--- src/rtl/paddle_input_ctrl.sv ---
`default_nettype none
// ============================================================================
// Module      : paddle_input_ctrl
// Description : Synchronises and debounces paddle buttons, then steps a
//               clamped 10-bit paddle position once per sample tick.
// Revision    : 1.0 - initial release
// ============================================================================
module paddle_input_ctrl #(
  parameter int TICK_DIV    = 262144,
  parameter int DEB_SAMPLES = 4,
  parameter int STEP        = 4,
  parameter int PADDLE_MIN  = 0,
  parameter int PADDLE_MAX  = 400,
  parameter int PADDLE_INIT = 200
) (
  input  logic       board_clk,
  input  logic       reset,
  input  logic       btn_up,
  input  logic       btn_down,
  input  logic       enable,
  output logic [9:0] paddle_loc,
  output logic       moving_up,
  output logic       moving_down,
  output logic       at_top,
  output logic       at_bottom
);

  localparam int c_TICK_W = (TICK_DIV > 1) ? $clog2(TICK_DIV) : 1;
  localparam int c_DEB_W  = (DEB_SAMPLES > 1) ? $clog2(DEB_SAMPLES) : 1;

  localparam logic [c_TICK_W-1:0] c_TICK_LAST = c_TICK_W'(TICK_DIV - 1);
  localparam logic [c_DEB_W-1:0]  c_DEB_LAST  = c_DEB_W'(DEB_SAMPLES - 1);
  localparam logic signed [10:0]  c_STEP_S    = 11'(STEP);
  localparam logic signed [10:0]  c_MIN_S     = 11'(PADDLE_MIN);
  localparam logic signed [10:0]  c_MAX_S     = 11'(PADDLE_MAX);
  localparam logic [9:0]          c_MIN_L     = 10'(PADDLE_MIN);
  localparam logic [9:0]          c_MAX_L     = 10'(PADDLE_MAX);
  localparam logic [9:0]          c_INIT_L    = 10'(PADDLE_INIT);

  logic [c_TICK_W-1:0] r_tick_cnt;
  logic                w_tick;
  logic [1:0]          w_btn;
  logic [1:0]          r_sync1;
  logic [1:0]          r_sync2;
  logic [1:0]          w_deb;
  logic [9:0]          r_loc;
  logic [9:0]          w_loc_nxt;
  logic signed [10:0]  w_loc_s;
  logic signed [10:0]  w_up_s;
  logic signed [10:0]  w_dn_s;

  // Bit 0 is the up button, bit 1 the down button throughout.
  assign w_btn  = {btn_down, btn_up};
  assign w_tick = (r_tick_cnt == c_TICK_LAST);

  always_ff @(posedge board_clk or posedge reset) begin
    if (reset) begin
      r_tick_cnt <= '0;
    end else if (w_tick) begin
      r_tick_cnt <= '0;
    end else begin
      r_tick_cnt <= r_tick_cnt + 1'b1;
    end
  end

  always_ff @(posedge board_clk or posedge reset) begin
    if (reset) begin
      r_sync1 <= '0;
      r_sync2 <= '0;
    end else begin
      r_sync1 <= w_btn;
      r_sync2 <= r_sync1;
    end
  end

  generate
    for (genvar gi = 0; gi < 2; gi++) begin : g_deb
      logic               r_deb_bit;
      logic [c_DEB_W-1:0] r_cnt;

      always_ff @(posedge board_clk or posedge reset) begin
        if (reset) begin
          r_deb_bit <= 1'b0;
          r_cnt     <= '0;
        end else if (w_tick) begin
          if (r_sync2[gi] == r_deb_bit) begin
            r_cnt <= '0;
          end else if (r_cnt == c_DEB_LAST) begin
            r_deb_bit <= r_sync2[gi];
            r_cnt     <= '0;
          end else begin
            r_cnt <= r_cnt + 1'b1;
          end
        end
      end

      assign w_deb[gi] = r_deb_bit;
    end
  endgenerate

  // Signed 11-bit arithmetic so a step past either end clamps instead of wrapping.
  assign w_loc_s = $signed({1'b0, r_loc});
  assign w_up_s  = w_loc_s - c_STEP_S;
  assign w_dn_s  = w_loc_s + c_STEP_S;

  always_comb begin
    w_loc_nxt = r_loc;
    if (enable && (w_deb[0] != w_deb[1])) begin
      if (w_deb[0]) begin
        w_loc_nxt = (w_up_s < c_MIN_S) ? c_MIN_L : w_up_s[9:0];
      end else begin
        w_loc_nxt = (w_dn_s > c_MAX_S) ? c_MAX_L : w_dn_s[9:0];
      end
    end
  end

  always_ff @(posedge board_clk or posedge reset) begin
    if (reset) begin
      r_loc <= c_INIT_L;
    end else if (w_tick) begin
      r_loc <= w_loc_nxt;
    end
  end

  assign paddle_loc  = r_loc;
  assign moving_up   = w_deb[0] & ~w_deb[1] & enable;
  assign moving_down = w_deb[1] & ~w_deb[0] & enable;
  assign at_top      = (r_loc == c_MIN_L);
  assign at_bottom   = (r_loc == c_MAX_L);

endmodule
`default_nettype wire

--- config.mk ---
export PLATFORM = sky130hd
export DESIGN_NAME = paddle_input_ctrl
export DESIGN_NICKNAME = d
export VERILOG_FILES = /design/src/rtl/paddle_input_ctrl.sv
export SDC_FILE = /design/constraint.sdc
export NUM_CORES = 1
export LEC_CHECK = 0
export BUFFER_PORTS_ARGS = -buffer_cell sky130_fd_sc_hd__buf_2
export CORE_ASPECT_RATIO = 0.5
export CORE_MARGIN = 5
export CORE_UTILIZATION = 35
export DETAILED_ROUTE_END_ITERATION = 10
export GPL_ROUTABILITY_DRIVEN = 0
export SLEW_MARGIN = 0
export SYNTH_ARGS = -nofsm -noshare
export SYNTH_HDL_FRONTEND = slang
export SYNTH_SLANG_ARGS = --single-unit
--- constraint.sdc ---
create_clock -name board_clk -period 4.86 [get_ports board_clk]
set_clock_uncertainty 0.1 [all_clocks]
set_input_delay 0.729 -clock board_clk [delete_from_list [all_inputs] [get_ports board_clk]]
set_output_delay 0.729 -clock board_clk [all_outputs]
set_load 0.02 [all_outputs]
==> metrics.txt, run 1 <==
# TYPE chip_impl_metric gauge
chip_impl_metric{name="yosys.area_share.adder",unit="%"} 4.67
chip_impl_metric{name="chipWidth",unit="um"} 121
chip_impl_metric{name="max_h_tree_level",unit=""} 2
chip_impl_metric{name="design.die.area",unit="um2"} 7880
chip_impl_info{name="synth_top_family_by_area",value="simple AND/OR/NAND/NOR gates"} 1
chip_impl_metric{name="largest_net_degree_at_the_start_of_global_routing",unit=""} 37
chip_impl_info{name="cts_tree",value="done"} 1
chip_impl_metric{name="top_level_ports",unit=""} 19
chip_impl_metric{name="power.share.switching",unit="%"} 20.4
chip_impl_info{name="mostFrequentLayoutCells",value="33 x dfrtp_1, 20 x nand2_1, 20 x nor2_1"} 1
chip_impl_metric{name="synthesis.area",unit="um2"} 2140
chip_impl_metric{name="grt_use_total",unit="%"} 12.3
chip_impl_metric{name="antenna_found_initial",unit=""} 0
chip_impl_metric{name="synth_xor_xnor_area_share",unit="%"} 6.13
chip_impl_metric{name="area_of_combinational_cells_with_multiple_inputs",unit="um2"} 1130
chip_impl_metric{name="detail_route.iter0.violations",unit=""} 133
chip_impl_metric{name="post_drt_via_cell_ratio",unit=""} 5.33
chip_impl_metric{name="layout.cells.non_filler",unit=""} 314
chip_impl_info{name="worstPathCellList",value="or2_1 -> nor4b_4 -> and2_2 -> buf_2"} 1
chip_impl_metric{name="synth.distinct_cells",unit=""} 59
chip_impl_info{name="worst_hold_path_type",value="reg -> reg"} 1
chip_impl_metric{name="num-fill-cells",unit=""} 592
chip_impl_info{name="critical_path.slowest_cell",value="dfrtp_1"} 1
chip_impl_metric{name="worstPathMaxFanout",unit=""} 12
chip_impl_metric{name="grt_first_pass_wirelength",unit="um"} 7850
chip_impl_metric{name="drv_slew",unit=""} 0
chip_impl_metric{name="worst_setup_hold_path_clk_slew",unit="ps"} 60
chip_impl_metric{name="power_frac_clock",unit="%"} 50.9
chip_impl_metric{name="cp_slowest_stage_delay",unit="ps"} 490
chip_impl_metric{name="area_added_between_synthesis_and_finish",unit="%"} 12.3
chip_impl_metric{name="share_seq_of_total_power",unit="%"} 47.4
chip_impl_metric{name="num-nets-final",unit=""} 249
chip_impl_metric{name="crit_arrival",unit="ps"} 1860
chip_impl_metric{name="power.static_leakage",unit="nW"} 1.10
chip_impl_metric{name="synth.area.mux_share",unit="%"} 1.05
chip_impl_metric{name="internal_power",unit="mW"} 0.508
chip_impl_metric{name="ys_warn_count",unit=""} 0
chip_impl_metric{name="timing.critical_path.depth",unit=""} 4
chip_impl_metric{name="post-dp-hpwl",unit="um"} 3140
chip_impl_metric{name="synth.yosys.seq_area_share",unit="%"} 42.2
chip_impl_metric{name="clock_tree.buffer_depth",unit=""} 2
chip_impl_metric{name="setup-tns-final",unit="ps"} 0
chip_impl_info{name="run_status",value="finished, final reports clean"} 1
chip_impl_metric{name="antenna_cells_inserted",unit=""} 0
chip_impl_metric{name="avgSynthCellArea",unit="um2"} 9.70
chip_impl_metric{name="core_region_area",unit="um2"} 6010
chip_impl_metric{name="firstDrtPassIters",unit=""} 4
chip_impl_metric{name="finalWirelength",unit="um"} 4380
chip_impl_metric{name="max_cap_viol_count",unit=""} 0
chip_impl_metric{name="max_freq",unit="MHz"} 371
chip_impl_metric{name="power_density",unit="nW/um2"} 265
chip_impl_metric{name="final_area",unit="um2"} 2410
chip_impl_info{name="most_common_cell_after_layout_fill_and_taps_aside",value="dfrtp_1"} 1
chip_impl_info{name="critical_path.endpoint",value="at_top"} 1
chip_impl_metric{name="synth-edff-count",unit=""} 0
chip_impl_metric{name="worst_skew_pair.late_latency",unit="ps"} 270
chip_impl_info{name="timing.setup.critical_path_class",value="reg -> out"} 1
chip_impl_metric{name="switchingPower",unit="mW"} 0.130
chip_impl_metric{name="timing.final.setup_violations",unit=""} 0
chip_impl_metric{name="floorplan.initialDensity",unit="%"} 35.7
chip_impl_metric{name="placedInstanceArea",unit="um2"} 2260
chip_impl_info{name="grt_setup_unrepaired",value="false"} 1
chip_impl_metric{name="syn-instance-count",unit=""} 221
chip_impl_info{name="critPathLaunch",value="paddle_loc[5]"} 1
chip_impl_metric{name="rows",unit=""} 20
chip_impl_metric{name="cts-buffers-inserted",unit=""} 5
chip_impl_info{name="family_of_cells_with_the_greatest_summed_delay_on_the_critical_path",value="simple AND/OR/NAND/NOR gates"} 1
chip_impl_metric{name="drtAntennaViolNets",unit=""} 0
chip_impl_metric{name="wl_per_cell",unit="um"} 14.0
chip_impl_metric{name="simple_gate_fraction_of_synth_area",unit="%"} 25.3
chip_impl_metric{name="postCtsSetupRepairBufs",unit=""} 0
chip_impl_metric{name="async_reset_ff_share",unit="%"} 100
chip_impl_metric{name="share_of_cells_above_drive_strength_1",unit="%"} 16.9
chip_impl_metric{name="remaining_drc_errors",unit=""} 0
chip_impl_metric{name="regToRegSetupSlack",unit="ps"} 2480
chip_impl_info{name="clock-root-buffer",value="clkbuf_16"} 1
chip_impl_metric{name="placement.io_buffers",unit=""} 16
chip_impl_metric{name="grt.overflow.total",unit=""} 0
chip_impl_info{name="regToRegEndpoint",value="paddle_loc[8]"} 1
chip_impl_metric{name="cts.sink_count",unit=""} 36
chip_impl_metric{name="seqCellArea",unit="um2"} 905
chip_impl_metric{name="irDropWorstVdd",unit="uV"} 121
chip_impl_info{name="start_kind",value="flop"} 1
chip_impl_metric{name="post-route-min-period",unit="ps"} 2690
chip_impl_metric{name="die_height",unit="um"} 65.3
chip_impl_metric{name="num_vias",unit=""} 1674
chip_impl_metric{name="final.period_utilization",unit="%"} 55.4
chip_impl_metric{name="buffers_plus_inverters_on_the_worst_setup_path",unit=""} 1
chip_impl_metric{name="final_hold_viol_count",unit=""} 0
chip_impl_metric{name="dp_cells",unit=""} 306
chip_impl_metric{name="cp_data_required_time",unit="ps"} 4030
chip_impl_metric{name="combinationalPowerShare",unit="%"} 1.7
chip_impl_metric{name="synth_compound_gate_area_share",unit="%"} 15.2
chip_impl_info{name="worst_setup_path_end_kind",value="output port"} 1
chip_impl_info{name="postSynth.topFlopCell",value="dfrtp_1"} 1
chip_impl_metric{name="cts-resized-gates",unit=""} 0
chip_impl_metric{name="ys_ff_latch",unit=""} 36
chip_impl_metric{name="timing.reg2reg.worst_path_depth",unit=""} 7
chip_impl_metric{name="via_count_of_the_first_global_routing_pass",unit=""} 1632
chip_impl_metric{name="cts_hold_buf",unit=""} 0
chip_impl_info{name="rr_startpoint",value="paddle_loc[3]"} 1
==> power groups by stage <==
stage	sequential (mW)	combinational (mW)	clock (mW)
after floorplan	0.307	0.00799	0
after global routing	0.302	0.0129	0.348
final	0.302	0.0108	0.325
after CTS	0.302	0.0115	0.333
after global placement	0.308	0.0113	0
after detailed placement	0.308	0.0115	0
==> flip-flops by register name, summed over array words and instances, names as in the netlist <==
name             count
r_tick_cnt          18
paddle_loc           8
g_deb.r_cnt          4
g_deb.r_deb_bit      2
r_sync1              2
r_sync2              2
==> synthesized netlist by cell type (4+ instances only) <==
library cell / number / area share, %
ha_1: 8 / 4.7
xnor2_1: 11 / 4.5
xor2_1: 4 / 1.6
nor3_1: 5 / 1.2
nor4_1: 4 / 1.2
buf_4: 5 / 1.8
nand3_1: 9 / 2.1
o21ai_0: 9 / 2.1
dfrtp_1: 33 / 39
and4_1: 6 / 2.5
inv_1: 10 / 1.8
and2_1: 4 / 1.2
a21o_1: 4 / 1.4
o21ai_1: 4 / 0.93
nor2_1: 20 / 3.5
nand2_1: 20 / 3.5
a21oi_1: 5 / 1.2
==> per-stage QoR <==
stage                     hold slack (ps)  power [mW]  utilization, %  setup WS (ps)
after floorplan                       231       0.315               -           2620
after global placement                233       0.319            37.6           2510
after detailed placement              236       0.319            37.6           2470
after CTS                             248       0.647            40.1           2160
after global routing                  254       0.664            40.1           2040
final                                 246       0.638            40.1           2170
==> worst register-to-register path, delay by kind of cell, from the launching register on <==
family / cells / cell delay, ps
AO/OA/AOI/OAI: 4 / 990
adder cells (fa/ha/maj): 1 / 250
flip-flops: 1 / 580
AND/OR/NAND/NOR: 2 / 330
==> how the worst min path moves through the flow <==
stage	start	end	slack, ps	depth (start not counted)
6_report	r_sync1[0]	r_sync2[0]	250	0
5_1_grt	r_sync1[1]	r_sync2[1]	250	0
4_1_cts	r_sync1[0]	r_sync2[0]	250	0
3_5_place_dp	r_sync1[0]	r_sync2[0]	240	0
3_3_place_gp	r_sync1[1]	r_sync2[1]	230	0
2_1_floorplan	r_sync1[0]	r_sync2[0]	230	0
==> per-layer routing <==
metal  GRT usage, %  vias to the layer above  wire [um]
met1           15.9                      804       2080
li1               -                      820          -
met3           3.10                        8        153
met5              0                        -          0
met2           20.6                       42       2100
met4           3.39                        0         56
==> layout make-up <==
type | count | area share (%)
timing repair buffer | 17 | 3.64
inverter | 10 | 1.56
tap | 77 | 4.00
clock buffer | 7 | 5.93
multi-input combinational | 166 | 47.0
clock inverter | 1 | 0.312
sequential | 36 | 37.6
==> cells by family (layout without fill, tap and decap cells) <==
family / count (synthesis) / in the layout
AO/OA/AOI/OAI: 46 / 46
XOR/XNOR: 15 / 15
adder cells (fa/ha/maj): 8 / 8
buffers and inverters: 20 / 35
flip-flops: 36 / 36
multiplexers: 2 / 2
other: 1 / 2
AND/OR/NAND/NOR: 93 / 93
No activity file was read; power rests on OpenSTA's default activity.
==> run 2: changes to the inputs <==
==> constraint.sdc (replaced) <==
create_clock -name board_clk -period 2.75 [get_ports board_clk]
set_clock_uncertainty 0.1 [all_clocks]
set_input_delay 0.4125 -clock board_clk [delete_from_list [all_inputs] [get_ports board_clk]]
set_output_delay 0.4125 -clock board_clk [all_outputs]
set_load 0.02 [all_outputs]
==> run 2 against run 1 <==
Net effect:
- combinational power increased by 78%
- sequential cell count did not move
- die area unchanged
- sequential share of layout area decreased by 0.27 points
- via count increased by 0.36%
- non-clock buffer count unchanged
- total power rose by 89%
- clock-buffer cell count down 2
==> metrics.txt, run 2 (same netlist as run 1, synthesis figures left out) <==
# TYPE chip_impl_metric gauge
chip_impl_metric{name="detail_route.iter0.violations",unit=""} 163
chip_impl_metric{name="irDropWorstVdd",unit="uV"} 250
chip_impl_metric{name="design.die.area",unit="um2"} 7880
chip_impl_metric{name="num_vias",unit=""} 1680
chip_impl_metric{name="regToRegSetupSlack",unit="ps"} 390
chip_impl_metric{name="post_drt_via_cell_ratio",unit=""} 5.35
chip_impl_metric{name="worstPathMaxFanout",unit=""} 12
chip_impl_metric{name="clock_tree.buffer_depth",unit=""} 2
chip_impl_metric{name="cts-buffers-inserted",unit=""} 5
chip_impl_metric{name="finalWirelength",unit="um"} 4380
chip_impl_info{name="mostFrequentLayoutCells",value="33 x dfrtp_1, 20 x nand2_1, 20 x nor2_1"} 1
chip_impl_metric{name="timing.final.setup_violations",unit=""} 0
chip_impl_metric{name="max_h_tree_level",unit=""} 2
chip_impl_metric{name="power_density",unit="nW/um2"} 496
chip_impl_metric{name="num-nets-final",unit=""} 249
chip_impl_metric{name="timing.reg2reg.worst_path_depth",unit=""} 7
chip_impl_metric{name="largest_reg_flops",unit=""} 18
chip_impl_info{name="clock-root-buffer",value="clkbuf_16"} 1
chip_impl_info{name="most_common_cell_after_layout_fill_and_taps_aside",value="dfrtp_1"} 1
chip_impl_metric{name="core_region_area",unit="um2"} 6010
chip_impl_metric{name="cts-resized-gates",unit=""} 0
chip_impl_metric{name="final_hold_viol_count",unit=""} 0
chip_impl_metric{name="postCtsSetupRepairBufs",unit=""} 0
chip_impl_metric{name="crit_arrival",unit="ps"} 1880
chip_impl_info{name="regToRegEndpoint",value="paddle_loc[5]"} 1
chip_impl_metric{name="setup-tns-final",unit="ps"} 0
chip_impl_info{name="timing.setup.critical_path_class",value="reg -> out"} 1
chip_impl_metric{name="seqCellArea",unit="um2"} 905
chip_impl_info{name="start_kind",value="flop"} 1
chip_impl_metric{name="remaining_drc_errors",unit=""} 0
chip_impl_metric{name="cts_hold_buf",unit=""} 0
chip_impl_metric{name="post-dp-hpwl",unit="um"} 3160
chip_impl_metric{name="holdWs",unit="ps"} 136
chip_impl_metric{name="area_added_between_synthesis_and_finish",unit="%"} 13.1
chip_impl_metric{name="worst_skew_pair.late_latency",unit="ps"} 280
chip_impl_metric{name="final.period_utilization",unit="%"} 86.9
chip_impl_metric{name="placement.io_buffers",unit=""} 16
chip_impl_metric{name="share_of_cells_above_drive_strength_1",unit="%"} 17.3
chip_impl_metric{name="worst_setup_hold_path_clk_slew",unit="ps"} 60
chip_impl_info{name="worst_hold_path_type",value="in -> async"} 1
chip_impl_metric{name="num-fill-cells",unit=""} 573
chip_impl_metric{name="drtAntennaViolNets",unit=""} 0
chip_impl_metric{name="grt_first_pass_wirelength",unit="um"} 7980
chip_impl_metric{name="grt.overflow.total",unit=""} 0
chip_impl_metric{name="chipWidth",unit="um"} 121
chip_impl_metric{name="max_cap_viol_count",unit=""} 0
chip_impl_metric{name="largest_net_degree_at_the_start_of_global_routing",unit=""} 37
chip_impl_info{name="run_status",value="finished, final reports clean"} 1
chip_impl_metric{name="top_level_ports",unit=""} 19
chip_impl_metric{name="post-route-min-period",unit="ps"} 2390
chip_impl_metric{name="floorplan.initialDensity",unit="%"} 35.7
chip_impl_metric{name="wl_per_cell",unit="um"} 14.0
chip_impl_metric{name="power.static_leakage",unit="nW"} 1.11
chip_impl_metric{name="area_of_combinational_cells_with_multiple_inputs",unit="um2"} 1130
chip_impl_metric{name="rows",unit=""} 20
chip_impl_metric{name="die_height",unit="um"} 65.3
chip_impl_info{name="cts_tree",value="done"} 1
chip_impl_info{name="grt_setup_unrepaired",value="false"} 1
chip_impl_metric{name="cp_data_required_time",unit="ps"} 2240
chip_impl_metric{name="grt_use_total",unit="%"} 12.4
chip_impl_metric{name="drv_slew",unit=""} 0
chip_impl_metric{name="via_count_of_the_first_global_routing_pass",unit=""} 1705
chip_impl_metric{name="antenna_cells_inserted",unit=""} 0
chip_impl_info{name="worst_setup_path_end_kind",value="output port"} 1
chip_impl_metric{name="max_freq",unit="MHz"} 419
chip_impl_metric{name="antenna_found_initial",unit=""} 0
chip_impl_metric{name="firstDrtPassIters",unit=""} 4
chip_impl_info{name="largest-register",value="r_tick_cnt"} 1
chip_impl_metric{name="cts.sink_count",unit=""} 36
chip_impl_info{name="rr_startpoint",value="g_deb[0].r_deb_bit"} 1
-- run 2: cell count changes in the layout (fill, tap and decap cells not counted) --
| cell | previous run | this run |
|---|---|---|
| clkinv_2 | 0 | 1 |
| clkbuf_1 | 1 | 0 |
| bufinv_16 | 0 | 1 |
| clkbuf_8 | 1 | 0 |
-- run 2: worst max-delay path, stage by stage, from the launching register on --
cell     delay [ps]
dfrtp_1         490
or2_1           380
nor4b_4         370
and2_2          200
buf_2           150
-- run 2: per-stage QoR --
| step | power [mW] | cells | cell area (um2) | util, % | setup WS, ps |
|---|---|---|---|---|---|
| final | 1.20 | 314 | 2420 | 40.4 | 361 |
| after global routing | 1.25 | 314 | 2420 | 40.4 | 209 |
| after CTS | 1.22 | 314 | 2420 | 40.4 | 374 |
| after detailed placement | 0.564 | 306 | 2260 | 37.6 | 417 |
| after global placement | 0.563 | 306 | 2260 | 37.6 | 459 |
| after floorplan | 0.558 | 222 | 2150 | - | 639 |
-- run 2: layer usage --
layer | vias up | wire length, um | track usage (%) | share of wire, %
met5 | - | 0 | 0 | 0
met4 | 0 | 57 | 3.67 | 1.3
met3 | 7 | 176 | 3.10 | 4.0
met2 | 34 | 2020 | 20.8 | 46
met1 | 822 | 2130 | 16.1 | 48
li1 | 817 | - | - | -
-- run 2: layout make-up --
cell class                 count  share of cell area [%]
sequential                    36                    37.3
tap                           77                    3.97
multi-input combinational    166                    46.6
inverter                      10                    1.55
clock inverter                 3                    1.75
timing repair buffer          17                    3.61
clock buffer                   5                    5.16
-- run 2: how the worst max path moves through the flow --
| stage | from | slack, ps | cells past startpoint | endpoint |
|---|---|---|---|---|
| floorplan | paddle_loc[3] | 640 | 7 | paddle_loc[3] |
| global placement | paddle_loc[3] | 460 | 7 | paddle_loc[8] |
| detailed placement | g_deb[0].r_deb_bit | 420 | 7 | paddle_loc[5] |
| CTS | paddle_loc[5] | 370 | 4 | at_top |
| global route | g_deb[0].r_deb_bit | 210 | 7 | paddle_loc[5] |
| finish | paddle_loc[5] | 360 | 4 | at_top |
-- run 2: power breakdown --
group / total (mW) / internal, mW / switching (mW) / leakage [nW]
registers: 0.534 / 0.533 / 0.00140 / 0.463
clock network: 0.649 / 0.426 / 0.224 / 0.0798
logic: 0.0192 / 0.00422 / 0.0150 / 0.568
total: 1.20 / 0.963 / 0.240 / 1.11
